File: src/rtl/nvdla_scan_chain_ctrl_if.sv
// ==== nvdla_scan_chain_ctrl_if: pattern request / result handshake bundle ====
// Revision: 1.0 -- res_sig present only with NVDLA_SCAN_CTRL_MISR_EN
`default_nettype none

interface nvdla_scan_chain_ctrl_if #(
  parameter int CHAIN_LEN = 8
);
  logic                 pat_valid;
  logic                 pat_ready;
  logic [CHAIN_LEN-1:0] pat_data;
  logic                 res_valid;
  logic                 res_ready;
  logic [CHAIN_LEN-1:0] res_data;
`ifdef NVDLA_SCAN_CTRL_MISR_EN
  logic [15:0]          res_sig;
`endif

  modport master (
    output pat_valid, pat_data, res_ready,
    input  pat_ready, res_valid, res_data
`ifdef NVDLA_SCAN_CTRL_MISR_EN
    , input res_sig
`endif
  );

  modport slave (
    input  pat_valid, pat_data, res_ready,
    output pat_ready, res_valid, res_data
`ifdef NVDLA_SCAN_CTRL_MISR_EN
    , output res_sig
`endif
  );
endinterface

`default_nettype wire

File: src/rtl/nvdla_scan_chain_ctrl.sv
// ==== nvdla_scan_chain_ctrl: load / capture / unload sequencer for one scan chain ====
// Revision: 1.0 -- optional CRC-16 signature via NVDLA_SCAN_CTRL_MISR_EN
`default_nettype none

module nvdla_scan_chain_ctrl #(
  parameter int   CHAIN_LEN = 8,
  parameter logic FILL_BIT  = 1'b1
) (
  input  wire logic               nvdla_core_clk,
  input  wire logic               nvdla_core_rstn,
  input  wire logic               abort,
  output logic                    scan_se,
  output logic                    scan_si,
  input  wire logic               scan_so,
  output logic                    busy,
  nvdla_scan_chain_ctrl_if.slave  bus
);
  localparam int CNT_W = $clog2(CHAIN_LEN + 1);

  typedef enum logic [2:0] {
    ST_IDLE    = 3'd0,
    ST_LOAD    = 3'd1,
    ST_CAPTURE = 3'd2,
    ST_UNLOAD  = 3'd3,
    ST_DONE    = 3'd4
  } state_t;

  state_t               r_state, w_state_nxt;
  logic [CNT_W-1:0]     r_cnt, w_cnt_nxt;
  logic [CHAIN_LEN-1:0] r_pat_sr;
  logic [CHAIN_LEN-2:0] r_res_shift;
  logic [CHAIN_LEN-1:0] r_res_data;
  logic [CHAIN_LEN-1:0] w_res_nxt;
  logic                 w_accept;
  logic                 w_si_nxt;

  assign w_accept      = bus.pat_valid && (r_state == ST_IDLE);
  assign w_res_nxt     = {r_res_shift, scan_so};
  assign bus.pat_ready = (r_state == ST_IDLE);
  assign bus.res_valid = (r_state == ST_DONE);
  assign bus.res_data  = r_res_data;
  assign busy          = (r_state != ST_IDLE);

  always_comb begin
    w_state_nxt = r_state;
    w_cnt_nxt   = r_cnt;
    case (r_state)
      ST_IDLE: begin
        if (bus.pat_valid) begin
          w_state_nxt = ST_LOAD;
          w_cnt_nxt   = CNT_W'(CHAIN_LEN - 1);
        end
      end
      ST_LOAD: begin
        if (abort) begin
          w_state_nxt = ST_IDLE;
          w_cnt_nxt   = '0;
        end else if (r_cnt == '0) begin
          w_state_nxt = ST_CAPTURE;
        end else begin
          w_cnt_nxt   = r_cnt - CNT_W'(1);
        end
      end
      ST_CAPTURE: begin
        if (abort) begin
          w_state_nxt = ST_IDLE;
        end else begin
          w_state_nxt = ST_UNLOAD;
          w_cnt_nxt   = CNT_W'(CHAIN_LEN - 1);
        end
      end
      ST_UNLOAD: begin
        if (abort) begin
          w_state_nxt = ST_IDLE;
          w_cnt_nxt   = '0;
        end else if (r_cnt == '0) begin
          w_state_nxt = ST_DONE;
        end else begin
          w_cnt_nxt   = r_cnt - CNT_W'(1);
        end
      end
      ST_DONE: begin
        if (bus.res_ready) w_state_nxt = ST_IDLE;
      end
      default: begin
        w_state_nxt = ST_IDLE;
        w_cnt_nxt   = '0;
      end
    endcase
  end

  // scan_si is precomputed one cycle ahead so the chain sees it straight from a flop.
  always_comb begin
    w_si_nxt = FILL_BIT;
    if (w_accept)
      w_si_nxt = bus.pat_data[CHAIN_LEN-1];
    else if ((r_state == ST_LOAD) && (w_state_nxt == ST_LOAD))
      w_si_nxt = r_pat_sr[CHAIN_LEN-2];
  end

  always_ff @(posedge nvdla_core_clk or negedge nvdla_core_rstn) begin
    if (!nvdla_core_rstn) begin
      r_state <= ST_IDLE;
      r_cnt   <= '0;
    end else begin
      r_state <= w_state_nxt;
      r_cnt   <= w_cnt_nxt;
    end
  end

  always_ff @(posedge nvdla_core_clk or negedge nvdla_core_rstn) begin
    if (!nvdla_core_rstn) begin
      scan_se     <= 1'b0;
      scan_si     <= FILL_BIT;
      r_pat_sr    <= '0;
      r_res_shift <= '0;
      r_res_data  <= '0;
    end else begin
      scan_se <= (w_state_nxt == ST_LOAD) || (w_state_nxt == ST_UNLOAD);
      scan_si <= w_si_nxt;
      if (w_accept)
        r_pat_sr <= bus.pat_data;
      else if (r_state == ST_LOAD)
        r_pat_sr <= {r_pat_sr[CHAIN_LEN-2:0], r_pat_sr[CHAIN_LEN-1]};
      if (r_state == ST_UNLOAD)
        r_res_shift <= w_res_nxt[CHAIN_LEN-2:0];
      if ((r_state == ST_UNLOAD) && (w_state_nxt == ST_DONE))
        r_res_data <= w_res_nxt;
    end
  end

`ifdef NVDLA_SCAN_CTRL_MISR_EN
  logic [15:0] r_sig;
  logic        w_fb;

  assign w_fb        = r_sig[15] ^ scan_so;
  assign bus.res_sig = r_sig;

  always_ff @(posedge nvdla_core_clk or negedge nvdla_core_rstn) begin
    if (!nvdla_core_rstn)
      r_sig <= 16'hFFFF;
    else if (w_accept)
      r_sig <= 16'hFFFF;
    else if (r_state == ST_UNLOAD)
      r_sig <= {r_sig[14:0], 1'b0} ^ (w_fb ? 16'h1021 : 16'h0000);
  end
`endif

endmodule

`default_nettype wire

File: src/flat_wrapper.sv
// flat-port wrapper written by rule: the top's interface ports become plain ports
module nvdla_scan_chain_ctrl_flat 
#(
  parameter int   CHAIN_LEN = 8,
  parameter logic FILL_BIT  = 1'b1
)
  (nvdla_core_clk, nvdla_core_rstn, abort, scan_se, scan_si, scan_so, busy, bus_pat_valid, bus_pat_data, bus_res_ready, bus_pat_ready, bus_res_valid, bus_res_data);
  nvdla_scan_chain_ctrl_if #(.CHAIN_LEN(CHAIN_LEN)) bus_i ();
  input  wire logic nvdla_core_clk;
  input  wire logic nvdla_core_rstn;
  input  wire logic abort;
  output logic scan_se;
  output logic scan_si;
  input  wire logic scan_so;
  output logic busy;
  input wire logic [$bits(bus_i.pat_valid)-1:0] bus_pat_valid;
  input wire logic [$bits(bus_i.pat_data)-1:0] bus_pat_data;
  input wire logic [$bits(bus_i.res_ready)-1:0] bus_res_ready;
  output wire logic [$bits(bus_i.pat_ready)-1:0] bus_pat_ready;
  output wire logic [$bits(bus_i.res_valid)-1:0] bus_res_valid;
  output wire logic [$bits(bus_i.res_data)-1:0] bus_res_data;
  assign bus_i.pat_valid = bus_pat_valid;
  assign bus_i.pat_data = bus_pat_data;
  assign bus_i.res_ready = bus_res_ready;
  assign bus_pat_ready = bus_i.pat_ready;
  assign bus_res_valid = bus_i.res_valid;
  assign bus_res_data = bus_i.res_data;
  nvdla_scan_chain_ctrl #(.CHAIN_LEN(CHAIN_LEN), .FILL_BIT(FILL_BIT)) u_core (.nvdla_core_clk(nvdla_core_clk), .nvdla_core_rstn(nvdla_core_rstn), .abort(abort), .scan_se(scan_se), .scan_si(scan_si), .scan_so(scan_so), .busy(busy), .bus(bus_i));
endmodule
File: config.mk
export PLATFORM = sky130hd
export DESIGN_NAME = nvdla_scan_chain_ctrl_flat
export DESIGN_NICKNAME = d
export VERILOG_FILES = /design/src/rtl/nvdla_scan_chain_ctrl_if.sv /design/src/rtl/nvdla_scan_chain_ctrl.sv /design/src/flat_wrapper.sv
export SDC_FILE = /design/constraint.sdc
export NUM_CORES = 1
export LEC_CHECK = 0
export ABC_AREA = 1
export ABC_CLOCK_PERIOD_IN_PS = 1500
export CAP_MARGIN = 10
export CORE_MARGIN = 2
export CORE_UTILIZATION = 36
export DETAILED_ROUTE_END_ITERATION = 10
export HOLD_SLACK_MARGIN = 0.15
export PLACE_DENSITY_LB_ADDON = 0.12
export SYNTH_ARGS = -nofsm -noshare
export SYNTH_HDL_FRONTEND = slang
export SYNTH_SLANG_ARGS = --single-unit
File: constraint.sdc
create_clock -name nvdla_core_clk -period 1.5 [get_ports nvdla_core_clk]
set_input_delay 0.3 -clock nvdla_core_clk [delete_from_list [all_inputs] [get_ports nvdla_core_clk]]
set_output_delay 0.3 -clock nvdla_core_clk [all_outputs]
set_load 0.01 [all_outputs]
# Yosys cells after proc, flatten, opt, wreduce, memory -nomap -nowiden
# Cells that the tools add are included.
word_totals:
  elab_cells: 46
  ramBits: 0
  rom_bits: 0
  regBits: 32
  in_bits: 14
  latchBits: 0
  memories: 0
op_classes:
  n_div: 0
  mux: 17
  reduce_logical: 10
  mul: 0
  n_eq_ne: 10
  magnitude_cmp: 0
  bitwise: 1
  shifts: 0
  add_sub_neg: 1
op_table:
  columns: ["operator", "n"]
  rows:
  - ["3-bit 2-to-1 mux", 6]
  - ["4-bit 2-to-1 mux", 4]
  - ["8-bit 2-to-1 mux", 2]
  - ["4-bit one-hot mux with 4 select lines", 1]
  - ["3-bit one-hot mux with 5 select lines", 1]
  - ["3-bit by 2-bit equality test with 1-bit output, second input constant", 3]
  - ["3-bit by 1-bit equality test with 1-bit output, second input constant", 2]
  - ["3-bit equality test, second input constant", 2]
  - ["4-bit zero test", 1]
  - ["2-bit != test, second input constant", 2]
  - ["4-bit AND reduction", 1]
  - ["4-bit by 1-bit subtractor with 4-bit output, second input constant", 1]
  - ["1-bit logical AND", 3]
  - ["3-bit zero test", 1]
  - ["3-bit != test, second input constant", 1]
  - ["3-bit nonzero test", 1]
  - ["1-bit 2-to-1 mux", 2]
  - ["2-bit 2-to-1 mux", 1]
  - ["2-bit nonzero test", 1]
  - ["2-bit OR reduction", 1]
  - ["1-bit logical OR", 1]
  - ["1-bit inverter", 1]

# Depth between registers and ports, before layout
# Gate-level depths: netlist of the first run.
depth:
  ltp_word: 8
  mapped_depth: 10
  depth_no_buf: 9

# Worst setup path after synthesis of the first run
# Ideal clock, no wire load.
synth_path:
  path_type: "register -> register"
  start: "register u_core.r_cnt[0]"
  end: "register u_core.r_res_data[6], in the netlist u_core.bus.res_data[6]"
  required_ns: 1.383
  t_arrival_ns: 1.224
  path_buffers: 1
  path_slack_ns: 0.159
  synth_period_minus_slack_ns: 1.341
  path_stages_with_launch: 11
  path_cell_list: "dfrtp_1 inv_1 ha_1 nand2_1 nor2_1 nand2_2 inv_4 nand2_4 buf_6 nand2_2 o21ai_2"
synth_between:
  elab_chain_len: 6
  word_cells_on_any_way: 8
  classes_between: "eq/ne: 1; mux: 5; reduce/logical: 2"
synth_rtl:
  columns: ["element", "line", "source"]
  rows:
  - ["start: declaration", "nvdla_scan_chain_ctrl.sv:29", "logic [CNT_W-1:0] r_cnt, w_cnt_nxt;"]
  - ["start signal: assignment", "nvdla_scan_chain_ctrl.sv:107", "r_cnt <= w_cnt_nxt;"]
  - ["4-bit zero test *", "nvdla_scan_chain_ctrl.sv:58, nvdla_scan_chain_ctrl.sv:76", null]
  - ["3-bit 2-to-1 mux (on tied branches)", "nvdla_scan_chain_ctrl.sv:76, nvdla_scan_chain_ctrl.sv:58", null]
  - ["3-bit 2-to-1 mux (on tied branches)", "nvdla_scan_chain_ctrl.sv:73, nvdla_scan_chain_ctrl.sv:55", null]
  - ["3-bit one-hot mux with 5 select lines *", "nvdla_scan_chain_ctrl.sv:47", "case (r_state)"]
  - ["3-bit equality test *", "nvdla_scan_chain_ctrl.sv:127", "if ((r_state == ST_UNLOAD) && (w_state_nxt == ST_DONE))"]
  - ["1-bit logical AND *", "nvdla_scan_chain_ctrl.sv:127", null]
  - ["end signal: assignment", "nvdla_scan_chain_ctrl.sv:128", "r_res_data <= w_res_nxt;"]
  - ["end: declaration", "nvdla_scan_chain_ctrl.sv:32", "logic [CHAIN_LEN-1:0] r_res_data;"]
# Every way passes the cells marked *; elsewhere a longest branch is shown, timed or not.
# A chain may end at the register's enable or synchronous reset.

# Final worst setup path of the first run
layout_path:
  start: "register u_core.r_state[1]"
  end: "output bus_res_valid"
layout_between:
  elab_chain_len: 1
layout_rtl:
  columns: ["element", "line", "source"]
  rows:
  - ["start: declaration", "nvdla_scan_chain_ctrl.sv:28", "state_t r_state, w_state_nxt;"]
  - ["start signal: assignment", "nvdla_scan_chain_ctrl.sv:106", "r_state <= w_state_nxt;"]
  - ["3-bit equality test", "nvdla_scan_chain_ctrl.sv:40", "assign bus.res_valid = (r_state == ST_DONE);"]
  - ["end: declaration", "flat_wrapper.sv:20", "output wire logic [$bits(bus_i.res_valid)-1:0] bus_res_valid;"]
# No other way between the ends.

==> results.md, run 1 <==
* Cell count after synthesis at approximately 170
* Top_reg_cell synth: dfrtp_1
* Hold/Removal Path Class: primary input to asynchronous set/reset pin
* Most frequent cell after synthesis: nand2_1
* CTS max path bufs at 2
* CTS buffer count at 5
* Initial antenna violation count at 0
* Final ANT Viol Nets at 0
* Clock transition at the registers of the reported paths at approximately 0.07 ns
* Worst Reg-to-Reg Cells at 9
* Startpoint types: register
* Top post-synthesis cells by count: 55 x nand2_1, 31 x dfrtp_1, 17 x inv_1, 17 x nand3_1, 13 x o21ai_0
* Area of the core at about 4000 sq um
* Initial DRC Count at 39
* Worst slew pin tran at roughly 0.40 ns
* Worst path bufs/invs at 2
* Async set or reset register ratio after synthesis at between 90% and 100%
* Post-Syn Area at around 1500 sq um
* Worst path slowest cell: dfrtp_1
* Setup CP Type: register to output port
* Drt first pass iters at 4
* # clock sinks at 32
* First-pass GRT wire length at approximately 5600 um
* Vias in the first global route at roughly 1300
* Yosys reg bits at 32
* Number of synthesized flops with an enable pin at 0
* Crit share post-route at 98.66%
* CTS tree: yes
* Area Growth Syn to Fin at 40.92%
* Row count at 23
* Delay of the slowest critical-path stage at between 0.4 and 0.5 ns
* Largest area contributor in the synthesized netlist: dfrtp_1
* Cells after DPL at roughly 260
* Num ports at 27
* RSZ-0062 raised after global routing: true
* Max-slew violation count at 0
* Reg2reg start: u_core.r_cnt[1]
* CP endpoint kind: output port
* Total chip power at around 3.5 mW
* Nets at around 240
* Peak VDD IR at approximately 0.78 mV
* # setup viols final at 0
* GRT Resource Usage Total at 16.18%
* Fin. Hold Viols at 0
* Post-Syn Nets at approximately 190
* Setup TNS at 0 ns
* Critical Path AT at 1.18 ns
* Synth warn at 0
* CP cell instances: nor2_2 > nand2_2 > inv_1 > clkdlybuf4s15_2
* Overflow after GRT at 0
* Routed via count at between 1000 and 1500
* Fin cells at 270
* Die Span Y at approximately 68 um
* Pwr/cell area at 1660 nW/um^2
* DP Area at ~1900 sq um
* Fmax at ~680 MHz
* # DRC at 0
* Crit path max fanout at 3
* Worst EP required at roughly 1.2 ns
* Detailed Place HPWL at roughly 2300 um
* Hold Slack at roughly 0.38 ns
* Port-buffer cells at 26
* Critical R2R Capture: u_core.bus.res_data[5]
* Max transition margin at approximately 73%
* Layout cell share with drive strength beyond 1 at 24.55%
* Die ar. at 4685 sq um
* Placer congestion estimate at about 0.83
* Setup slack, reg-to-reg at 0.09 ns
* Pin count of the biggest net entering global routing at 33
* Worst-Skew Late Latency at 0.28 ns
* Status: completed
* Final Skew at about 0.0033 ns
* Crit path max-delay family: flip-flops
* P_leak at ~1.1 nW
* Die X at 68.45 um
* Min Tclk post-route at 1.480 ns
* Seq/Total Area, Yosys at around 54%
* Synth cell types at 24
* Root Buffer: clkbuf_8
* Drt total wl at roughly 3200 um
* Area fraction of the dominant cell type after synthesis at around half
* Number of diodes at 0
* Max Cap Viol at 0
* Synth top area cells: dfrtp_1 52%, nand2_1 14%, nand3_1 5.7%
* Initial Utilization at ~37%
* Wire length per cell at 11.89 um
* Post-route cell area at about 2100 sq um
* Vias/cell at between 4 and 5
* Syn Area/Cell at around 9 sq um
* H-tree depth at 2
## per-stage QoR
stage                     worst slack, ns  utilization (%)
final                             0.02006            52.67
after global routing             -0.05046            52.67
after floorplan                    0.1591                -
after CTS                        -0.02712            51.42
after global placement           -0.05736            48.05
after detailed placement         -0.08137            48.05
## area by class of cell
type                    instances  area [sq um]
multi-input cells             116         635.6
inverters                      20         77.57
clock buffers                   6         72.57
fillers                       375          1893
well taps                      50         62.56
repair buffers                 44         421.7
flip-flops and latches         32         802.0
clock inverters                 2         35.03
## worst max-delay path by stage
stage	from	to	slack (ns)	depth (start not counted)
after floorplan	u_core.r_cnt[0]	u_core.bus.res_data[6]	0.16	10
after global placement	abort	u_core.r_state[2]	-0.06	6
after detailed placement	bus_pat_valid	u_core.r_cnt[2]	-0.08	5
after CTS	u_core.r_state[0]	bus_res_valid	-0.03	4
after global routing	u_core.r_state[1]	bus_res_valid	-0.05	4
final	u_core.r_state[1]	bus_res_valid	0.02	4
## power breakdown
group          total (mW)  switching (mW)  internal, mW  leakage [nW]
Sequential           1.31           0.167          1.14         0.412
Clock               0.807           0.314         0.493        0.0552
Combinational        1.38           0.762         0.621         0.636
## worst reg2reg max path, stage by stage, from the launching register on
cell,delay (ns)
dfrtp_1,0.40
inv_1,0.09
ha_1,0.18
nand2_1,0.08
nor2_2,0.14
nand2_4,0.09
inv_4,0.08
nand2_8,0.10
nand2_1,0.10
o21ai_2,0.05
## per-layer routing
metal	part of all wire, %	track usage (%)	vias to the layer above
met5	0	0	-
met3	4.1	4.934	8
met1	45	19.38	585
li1	-	-	635
met2	49	26.80	25
met4	2.2	6.750	0
## repair_timing
| action | in CTS | in global routing |
|---|---|---|
| gates resized for setup | 8 | 18 |
| setup endpoints to repair | 5 | 29 |
| pin swaps | 1 | 2 |
| setup buffers | 4 | 0 |
| hold buffers | 0 | 0 |
| hold endpoints to repair | 0 | 0 |
## flip-flops by register name (all words and copies together), names as in the netlist
signal,flops
u_core.bus.res_data,8
u_core.r_pat_sr,8
u_core.scan_si,1
u_core.r_state,3
u_core.r_cnt,4
u_core.r_res_shift,7
u_core.scan_se,1
## cells in the final DEF (no fill, tap or decap), types with 2 or more instances in the layout
cell	instances
o21ai_0	13
dlygate4sd2_1	2
nand2_4	2
nand2_2	4
buf_12	2
dfrtp_1	31
nor2_2	3
inv_2	2
clkbuf_8	5
nor2_4	4
ha_1	2
clkbuf_2	2
nand3_1	17
inv_1	17
nor2_1	3
nand2_1	53
o21ai_2	7
clkdlybuf4s50_1	16
buf_4	16
dlymetal6s2s_1	5
## kinds of logic after synthesis
| kind of cell | Yosys count | synth area share [%] |
|---|---|---|
| xor gates and xnor gates | 1 | 0.5859 |
| buffers and inverters | 23 | 6.946 |
| and+or+nand+nor | 89 | 27.03 |
| AOI/OAI and AO/OA | 24 | 10.13 |
| DFF | 32 | 53.64 |
| adders and majority gates | 2 | 1.673 |
Power figures use the tool's default switching activity.
==> run 2, diff against run 1 <==
--- a/config.mk
+++ b/config.mk
@@ -12,6 +12,7 @@
 export CORE_UTILIZATION = 36
 export DETAILED_ROUTE_END_ITERATION = 10
 export HOLD_SLACK_MARGIN = 0.15
+export MAX_ROUTING_LAYER = met4
 export PLACE_DENSITY_LB_ADDON = 0.12
 export SYNTH_ARGS = -nofsm -noshare
 export SYNTH_HDL_FRONTEND = slang
==> run 2 against run 1 <==
Core utilization did not move. Sequential share of layout area is the same. Hold slack barely moved. Wire length about the same. Sequential power about the same. Combinational power about the same. Worst setup slack got worse by 0.0014 ns. Non-clock buffer count is the same. Register-to-register slack is essentially flat. Cell area stayed put. Global-route usage up 0.46 points. Largest power group unchanged. Highest routed layer unchanged.
==> results.md, run 2 (synthesis results as in run 1) <==
* Critical Path AT at 1.18 ns (about the same)
* Num ports at 27 (unchanged)
* Nets at 235 (unchanged)
* Row count at 23 (unchanged)
* First-pass GRT wire length at 5616 um (unchanged)
* Fmax at 675.1 MHz (was 675.7 MHz)
* Pin count of the biggest net entering global routing at 33 (unchanged)
* Status: completed (unchanged)
* Worst EP required at 1.20 ns (about the same)
* Wire length per cell at 11.90 um (was 11.89 um)
* P_int at 2.253 mW (about the same)
* Crit path max fanout at 3 (unchanged)
* DP Area at 1922 sq um (unchanged)
* Cells after DPL at 258 (unchanged)
* # clock sinks at 32 (unchanged)
* Fin. Hold Viols at 0 (unchanged)
* Initial antenna violation count at 0 (unchanged)
* Routed via count at 1252 (was 1253)
* Reg2reg start: u_core.r_cnt[1] (unchanged)
* Root Buffer: clkbuf_8 (unchanged)
* Combinational Power Share at 39.6% (about the same)
* Layout cell share with drive strength beyond 1 at 24.55% (unchanged)
* # setup viols final at 0 (unchanged)
* Post-route cell area at 2107 sq um (unchanged)
* Commonest non-fill, non-tap cell in the layout: nand2_1 (unchanged)
* Area of the core at 4000 sq um (unchanged)
* Delay of the slowest critical-path stage at 0.41 ns (about the same)
* Placer congestion estimate at 0.8444 (was 0.8317)
* Drt total wl at 3212 um (was 3210 um)
* Utilization after layout at 52.67% (unchanged)
* Clock transition at the registers of the reported paths at 0.07 ns (about the same)
* Vias in the first global route at 1320 (unchanged)
* # DRC at 0 (unchanged)
* Die X at 68.45 um (unchanged)
* Worst slew pin tran at 0.4023 ns (unchanged)
* Fin cells at 270 (unchanged)
* CTS max path bufs at 2 (unchanged)
* Max-slew violation count at 0 (unchanged)
* Vias/cell at 4.637 (was 4.641)
* Peak VDD IR at 0.7790 mV (was 0.7786 mV)
* Final Skew at 0.003346 ns (was 0.003324 ns)
* Max transition margin at 72.90% (unchanged)
* Final ANT Viol Nets at 0 (unchanged)
* NetSw at 1.244 mW (was 1.243 mW)
* Drt first pass iters at 4 (unchanged)
* Clock network power share at 23.1% (about the same)
* Detailed Place HPWL at 2263 um (unchanged)
* Worst Setup SP: u_core.r_state[1] (unchanged)
* GRT Resource Usage Total at 16.64% (was 16.18%)
* RSZ-0062 raised after global routing: true (unchanged)
* Crit share post-route at 98.76% (was 98.66%)
* Setup CP Type: register to output port (unchanged)
* Overflow after GRT at 0 (unchanged)
* FILL cells at 375 (unchanged)
* Max Cap Viol at 0 (unchanged)
* Switching Fraction at 35.56% (about the same)
* Worst-Skew Late Latency at 0.28 ns (about the same)
* CP cell instances: nor2_2 > nand2_2 > inv_1 > clkdlybuf4s15_2 (unchanged)
* H-tree depth at 2 (unchanged)
* CP endpoint kind: output port (unchanged)
* Die ar. at 4685 sq um (unchanged)
* Initial Utilization at 37.38% (unchanged)
* Die Span Y at 68.45 um (unchanged)
* CTS buffer count at 5 (unchanged)
* Hold Slack at 0.3789 ns (was 0.3793 ns)
* Number of diodes at 0 (unchanged)
* Hold-fix buffers, CTS at 0 (unchanged)
* Seq pwr share at 37.4% (about the same)
* Startpoint types: register (unchanged)
* Hold/Removal Path Class: primary input to asynchronous set/reset pin (unchanged)
* Min Tclk post-route at 1.481 ns (was 1.480 ns)
* P_leak at 1.103 nW (unchanged)
* Pwr/cell area at 1660 nW/um^2 (about the same)
* Worst path slowest cell: dfrtp_1 (unchanged)
* Initial DRC Count at 39 (unchanged)
* CTS tree: yes (unchanged)
* Most frequent cells in the layout: 53 x nand2_1, 31 x dfrtp_1, 17 x inv_1, 17 x nand3_1 (unchanged)
* Area Growth Syn to Fin at 40.92% (unchanged)
* Port-buffer cells at 26 (unchanged)
[run 2: layer usage]
layer	GRT usage, %	up-vias	routed length [um]
li1	-	635	-
met1	19.38	584	1449
met2	26.80	25	1554
met3	4.934	8	136
met4	6.750	0	71
met5	-	-	0
[run 2: final timing paths]
| check | end | slack (ns) | depth (start not counted) |
|---|---|---|---|
| max in group asynchronous | u_core.scan_si | 0.88 | 2 |
| worst max register to register | u_core.bus.res_data[5] | 0.09 | 9 |
| worst max-delay path | bus_res_valid | 0.02 | 4 |
| worst min-delay path | u_core.bus.res_data[2] | 0.38 | 2 |
| worst min register to register | u_core.bus.res_data[2] | 0.48 | 2 |
| min in group nvdla_core_clk | u_core.bus.res_data[2] | 0.48 | 2 |
[run 2: power groups by stage]
stage	combinational [mW]	clock [mW]	sequential, mW
4_1_cts	1.33	0.826	1.30
2_1_floorplan	0.750	0	1.30
3_5_place_dp	1.29	0	1.32
3_3_place_gp	1.27	0	1.31
6_report	1.38	0.807	1.31
5_1_grt	1.58	0.854	1.34
[run 2: area by class of cell]
class	instances	area, sq um	area share (%)
Multi-Input combinational cell	116	635.6	30.17
Sequential cell	32	802.0	38.06
Tap cell	50	62.56	2.969
Clock inverter	2	35.03	1.663
Timing Repair Buffer	44	421.7	20.01
Inverter	20	77.57	3.682
Clock buffer	6	72.57	3.444
[run 2: stage by stage]
stage	setup TNS, ns	power [mW]	setup WS, ns
3_3_place_gp	-0.4898	2.577	-0.05736
3_5_place_dp	-0.8413	2.606	-0.08137
6_report	0	3.497	0.01866
5_1_grt	-0.09733	3.770	-0.05045
4_1_cts	-0.02712	3.463	-0.02712
2_1_floorplan	0	2.052	0.1591
[run 2: what timing repair did]
action | in CTS | in global routing
setup buffers | 4 | 0
setup endpoints to repair | 5 | 29
hold endpoints to repair | 0 | 0
resized for setup | 8 | 18
pin swaps | 1 | 2
[run 2: critical path: cells and delay by family, from the launching register on]
| family | cells | cell delay [ns] |
|---|---|---|
| buf+inv | 2 | 0.27 |
| flops | 1 | 0.41 |
| simple gates | 2 | 0.23 |
==> run 3, diff against run 2 <==
--- a/config.mk
+++ b/config.mk
@@ -11,7 +11,7 @@
 export CORE_MARGIN = 2
 export CORE_UTILIZATION = 36
 export DETAILED_ROUTE_END_ITERATION = 10
-export HOLD_SLACK_MARGIN = 0.15
+export HOLD_SLACK_MARGIN = 0.05
 export MAX_ROUTING_LAYER = met4
 export PLACE_DENSITY_LB_ADDON = 0.12
 export SYNTH_ARGS = -nofsm -noshare
==> results of run 3 <==
The final DEF is identical to that of run 2; final timing and power are the same.
